--- config.mk ---
export PLATFORM = sky130hd
export DESIGN_NAME = vsync_gen
export DESIGN_NICKNAME = d
export VERILOG_FILES = /design/src/rtl/vsync_gen.sv
export SDC_FILE = /design/constraint.sdc
export NUM_CORES = 1
export LEC_CHECK = 0
export ABC_AREA = 1
export CORE_MARGIN = 2
export CORE_UTILIZATION = 49
export CTS_BUF_LIST = sky130_fd_sc_hd__clkbuf_8
export DETAILED_ROUTE_END_ITERATION = 16
export GPL_ROUTABILITY_DRIVEN = 0
export PLACE_DENSITY_LB_ADDON = 0.15
export SYNTH_ARGS = -nofsm -noshare
export SYNTH_HDL_FRONTEND = slang
export SYNTH_SLANG_ARGS = --single-unit
--- constraint.sdc ---
create_clock -name clk -period 3.2 [get_ports clk]
set_clock_uncertainty 0.15 [all_clocks]
set_input_delay 0.64 -clock clk [delete_from_list [all_inputs] [get_ports clk]]
set_output_delay 0.64 -clock clk [all_outputs]
set_load 0.005 [all_outputs]
--- src/rtl/vsync_gen.sv ---
// Vertical timing for the 640x480 VGA path: line counter, vsync, active enable,
// pixel coordinates and frame strobe. Define VSYNC_FRAME_COUNT_EN to build the frame counter.
module vsync_gen #(
  parameter int H_LAST   = 800,
  parameter int H_ACTIVE = 640,
  parameter int V_ACTIVE = 480,
  parameter int V_FP     = 10,
  parameter int V_SYNC   = 2,
  parameter int V_BP     = 33
) (
  input  logic       clk,
  input  logic       reset,
  input  logic [9:0] xcounter,
  output logic [9:0] ycounter,
  output logic       v_sync,
  output logic       display_en,
  output logic [9:0] pix_x,
  output logic [9:0] pix_y,
  output logic       frame_start,
  output logic [7:0] frame_count
);

  localparam logic [9:0] X_LAST   = 10'(H_LAST);
  localparam logic [9:0] X_ACTIVE = 10'(H_ACTIVE);
  localparam logic [9:0] Y_ACTIVE = 10'(V_ACTIVE);
  localparam logic [9:0] Y_LAST   = 10'(V_ACTIVE + V_FP + V_SYNC + V_BP - 1);
  localparam logic [9:0] VS_START = 10'(V_ACTIVE + V_FP);
  localparam logic [9:0] VS_END   = 10'(V_ACTIVE + V_FP + V_SYNC);

  logic line_end;
  logic frame_wrap;
  logic wrap_pending;

  assign line_end   = (xcounter == X_LAST);
  assign frame_wrap = line_end && (ycounter == Y_LAST);

  // wrap_pending marks the first clock of line 0, so frame_start lands with pix_x/pix_y == 0.
  always_ff @(posedge clk) begin
    if (reset) begin
      ycounter     <= '0;
      v_sync       <= 1'b0;
      display_en   <= 1'b0;
      pix_x        <= '0;
      pix_y        <= '0;
      wrap_pending <= 1'b0;
      frame_start  <= 1'b0;
    end else begin
      if (frame_wrap)
        ycounter <= '0;
      else if (line_end)
        ycounter <= ycounter + 10'd1;
      v_sync       <= (ycounter >= VS_START) && (ycounter < VS_END);
      display_en   <= (xcounter < X_ACTIVE) && (ycounter < Y_ACTIVE);
      pix_x        <= xcounter;
      pix_y        <= ycounter;
      wrap_pending <= frame_wrap;
      frame_start  <= wrap_pending;
    end
  end

`ifdef VSYNC_FRAME_COUNT_EN
  // Advances on the same edge that raises frame_start.
  always_ff @(posedge clk) begin
    if (reset)
      frame_count <= '0;
    else if (wrap_pending)
      frame_count <= frame_count + 8'd1;
  end
`else
  assign frame_count = '0;
`endif

endmodule
Word level (Yosys, flattened, before mapping). Cells that the tools add are included.

Add/subtract/negate cells: 1. Order comparisons: 4. Equality and inequality tests: 2. Reductions and logical operators: 4.

Operators with widths (count): 10-bit equality test (second input constant) (2); 10-bit by 9-bit less-than comparator with 1-bit output (second input constant) (2); 10-bit by 1-bit adder with 10-bit output (second input constant) (1); 10-bit by 9-bit >= comparator with 1-bit output (second input constant) (1); 10-bit less-than comparator (second input constant) (1); 1-bit logical AND (3); 2-bit OR reduction (1).

Flip-flop bits (word level): 34. Word-level logic and storage cells: 18.

Logic depth before layout (Yosys ltp).
Depth in word-level cells: 3. Depth in mapped cells: 8. Mapped depth without buffers: 8.

Worst setup path after synthesis. No wires, ideal clock.

Path kind: input to register. Start point: in xcounter[3]. End point: reg ycounter[9]. Library setup time: 117 ps. Data arrival time: 1314 ps. Data required time: 2933 ps. Path slack: 1619 ps. Stages on the path: 6. Path buffers: 0. Cells stage by stage: nor2_1 -> nand3_2 -> nor2_8 -> nand2_2 -> nand2_4 -> nor2_2.

Word-level cells in the longest chain between the ends: 3.

Ends and longest elaborated chain: from (decl) (RTL line 13) `input logic [9:0] xcounter,`; 10-bit equality test * (RTL line 34) `assign line_end = (xcounter == X_LAST);`; 1-bit logical AND (RTL line 35) `assign frame_wrap = line_end && (ycounter == Y_LAST);`; 2-bit OR reduction (no source line); to (signal assigned) (RTL line 51) `ycounter <= ycounter + 10'd1;`; to (decl) (RTL line 14) `output logic [9:0] ycounter,`.

Every way passes the cells marked *; elsewhere a longest branch is shown, timed or not. A chain may end at the register's enable or synchronous reset.

Worst setup path in the final report.
Start point: reg ycounter[5]. End point: out ycounter[5].

No word-level cell between the ends.

==> run_summary.xml <==
<?xml version="1.0" encoding="UTF-8"?>
<metrics>
  <group name="sta">
    <metric name="finalSetupViolCount" unit="">0</metric>
    <metric name="layout_worst_path_cycle_share" unit="%">65.9</metric>
    <metric name="grt_setup_unrepaired" unit="">false</metric>
    <metric name="tns" unit="ns">0</metric>
    <metric name="timing.final.hold_violations" unit="">0</metric>
    <metric name="drv_slew" unit="">0</metric>
    <metric name="max_freq" unit="GHz">0.475</metric>
    <metric name="post-route-min-period" unit="ns">2.11</metric>
  </group>
  <group name="grt">
    <metric name="grt_start_max_net_pins" unit="">15</metric>
    <metric name="grt_pass1_wl" unit="um">5440</metric>
    <metric name="vias_in_the_first_global_route" unit="">1261</metric>
    <metric name="grt_util_overall" unit="%">20.9</metric>
    <metric name="grt-ovfl-total" unit="">0</metric>
    <metric name="grt_antenna_before_repair" unit="">0</metric>
  </group>
  <group name="clock_network">
    <metric name="max-clock-path-buffers" unit="">2</metric>
    <metric name="clk_pin_slew" unit="ns">0.07</metric>
    <metric name="cts.root.buffer_cell" unit="">clkbuf_8</metric>
    <metric name="later_pin_clock_latency_in_the_skew_report" unit="ns">0.29</metric>
    <metric name="cts_hold_buf" unit="">0</metric>
    <metric name="cts.sink_count" unit="">34</metric>
    <metric name="postCtsSetupBuffers" unit="">0</metric>
    <metric name="postCtsResizedCells" unit="">0</metric>
    <metric name="cts_buffers" unit="">5</metric>
    <metric name="ctsHtreeMaxLevel" unit="">2</metric>
    <metric name="tritoncts" unit="">done</metric>
  </group>
  <group name="placed_design">
    <metric name="area_post_placement" unit="um^2">1930</metric>
    <metric name="post_dp_hpwl" unit="um">2450</metric>
    <metric name="count_of_input_and_output_buffers" unit="">44</metric>
  </group>
  <group name="route">
    <metric name="via_per_instance_ratio" unit="">4.81</metric>
    <metric name="ant_nets" unit="">0</metric>
    <metric name="remaining_drc_errors" unit="">0</metric>
    <metric name="drt-wirelength-per-cell" unit="um">12.1</metric>
    <metric name="first_iter_violations" unit="">50</metric>
    <metric name="postRouteWirelength" unit="um">3300</metric>
    <metric name="routed-via-count" unit="">1307</metric>
    <metric name="drt-pass1-iter-count" unit="">4</metric>
  </group>
  <group name="logic_synthesis">
    <metric name="yosysUniqueCellTypes" unit="">24</metric>
    <metric name="synth_top_area_share" unit="%">45.8</metric>
    <metric name="yosys-top-cells-area" unit="">dfxtp_1 (46%), nand2_1 (11%), nor2_1 (8.1%)</metric>
    <metric name="synth_sequential_area_ratio" unit="%">45.8</metric>
    <metric name="synth_area" unit="um^2">1490</metric>
    <metric name="synth_enable_flop_cells" unit="">0</metric>
    <metric name="synth-async-reset-ratio" unit="%">0</metric>
    <metric name="yosys.cell_count.top_type" unit="">nand2_1</metric>
    <metric name="synth.largest_area_cell" unit="">dfxtp_1</metric>
    <metric name="ys.flop_type" unit="">dfxtp_1</metric>
    <metric name="synthesis.area_per_instance" unit="um^2">7.78</metric>
    <metric name="yosys_warnings" unit="">0</metric>
    <metric name="synth.cells.most_frequent" unit="">nand2_1 (45), dfxtp_1 (34), nor2_1 (32), inv_1 (21), a21oi_2 (9)</metric>
    <metric name="post_synth_inst_count" unit="">191</metric>
    <metric name="post_synthesis_register_bit_count" unit="">34</metric>
  </group>
  <group name="pwr">
    <metric name="total_power" unit="uW">966</metric>
    <metric name="vdd.ir_drop.worst" unit="mV">0.293</metric>
    <metric name="power.density" unit="nW/um^2">467</metric>
    <metric name="power.static_leakage" unit="uW">0.000899</metric>
  </group>
  <group name="layout">
    <metric name="areaGrowthSynthToFinish" unit="%">39.3</metric>
    <metric name="layout-drive-gt1-share" unit="%">16.2</metric>
    <metric name="num_antenna_cells" unit="">0</metric>
    <metric name="nNetsFinal" unit="">255</metric>
    <metric name="layout.cell_area.non_filler" unit="um^2">2070</metric>
  </group>
  <group name="flow_run">
    <metric name="drv_cap" unit="">0</metric>
  </group>
  <group name="worst_setup_path">
    <metric name="worst-endpoint-arrival" unit="ns">1.32</metric>
    <metric name="critical-path-max-stage-delay" unit="ns">0.56</metric>
    <metric name="family_with_the_most_delay_on_the_worst_path" unit="">buffers and inverters</metric>
    <metric name="timing.setup.critical_path_class" unit="">register to primary output</metric>
    <metric name="worstSetupEndpointType" unit="">primary output</metric>
    <metric name="timing.critical_path.from_type" unit="">register</metric>
    <metric name="cp_slowest_cell" unit="">clkdlybuf4s50_1</metric>
    <metric name="critPathMaxFanout" unit="">8</metric>
    <metric name="critical_path.cell_chain" unit="">clkdlybuf4s50_1</metric>
    <metric name="critPathBufInv" unit="">1</metric>
    <metric name="worstPathRequired" unit="ns">2.41</metric>
  </group>
  <group name="floorplan">
    <metric name="fp-row-count" unit="">19</metric>
    <metric name="initial_core_util" unit="%">52.5</metric>
    <metric name="core" unit="um^2">2830</metric>
    <metric name="dieHeight" unit="um">59.1</metric>
    <metric name="die-area" unit="um^2">3490</metric>
    <metric name="die_w" unit="um">59.1</metric>
    <metric name="design.portCount" unit="">53</metric>
  </group>
  <group name="min_path">
    <metric name="holdCritPathClass" unit="">register to register</metric>
  </group>
  <group name="run_status">
    <metric name="status" unit="">complete, no violations</metric>
  </group>
</metrics>
[area by class of cell]
class                      instances  area, um^2
fill                             217         761
sequential                        34         681
multi-input combinational        127         661
timing repair buffer              45         448
inverter                          27         103
clock buffer                       5        68.8
clock inverter                     3        68.8
tap                               31        38.8
[kinds of logic after synthesis]
| group | synth area share, % |
|---|---|
| and+or+nand+nor | 32.8 |
| buffers and inverters | 11.5 |
| DFF | 45.8 |
| AOI/OAI and AO/OA | 5.98 |
| adders and majority gates | 2.53 |
| xor gates and xnor gates | 1.18 |
| other | 0.252 |
[cell usage in the layout (no fill, tap or decap)]
cell,Yosys,routed
nand4_1,1,1
nor2_1,32,32
nor2_2,5,5
nand3_1,7,7
nand2_4,1,1
inv_1,21,21
conb_1,1,8
clkinv_2,1,1
a21oi_2,9,9
dfxtp_1,34,34
nor2_4,1,1
clkdlybuf4s50_1,0,44
a21oi_1,1,1
nand2_1,45,45
xor2_1,2,2
o21ai_0,1,1
clkinv_4,0,1
bufinv_16,0,2
nor3_1,2,2
nand3b_1,1,1
buf_4,8,1
nand3_2,2,2
inv_2,5,5
ha_1,3,3
clkbuf_8,0,5
nand2_2,4,4
nor2_8,2,2
[per-layer routing]
metal,GRT usage [%],vias to the layer above,share of wire [%]
li1,-,655,-
met1,26.4,585,44
met2,32.5,58,48
met3,7.21,9,6.5
met4,8.77,0,2.0
met5,0,-,0
[report_power, final]
part	switching (uW)	internal (uW)
Combinational	28.1	30.3
Clock	163	312
Sequential	2.20	431
Total	193	773
[flip-flops by register name, summed over array words and instances, names as in the netlist]
| name | count |
|---|---|
| pix_x | 10 |
| pix_y | 10 |
| ycounter | 10 |
| display_en | 1 |
| frame_start | 1 |
| v_sync | 1 |
| wrap_pending | 1 |
[final timing paths]
check,start,to,slack (ns),cells past startpoint
worst max-delay path,ycounter[5],ycounter[5],1.09,1
worst min-delay path,wrap_pending,frame_start,0.26,2
worst max register to register,ycounter[1],ycounter[8],1.63,8
worst min register to register,wrap_pending,frame_start,0.26,2
[through the flow]
step                hold slack (ns)  worst slack (ns)  std cells  utilization [%]
floorplan                     0.238              1.62        198                -
global placement              0.252              1.07        264             68.2
detailed placement            0.256              1.04        264             68.2
CTS                           0.263              1.08        272             73.1
global route                  0.287              1.02        272             73.1
finish                        0.259              1.09        272             73.1
(Power assumes the default switching activity.)
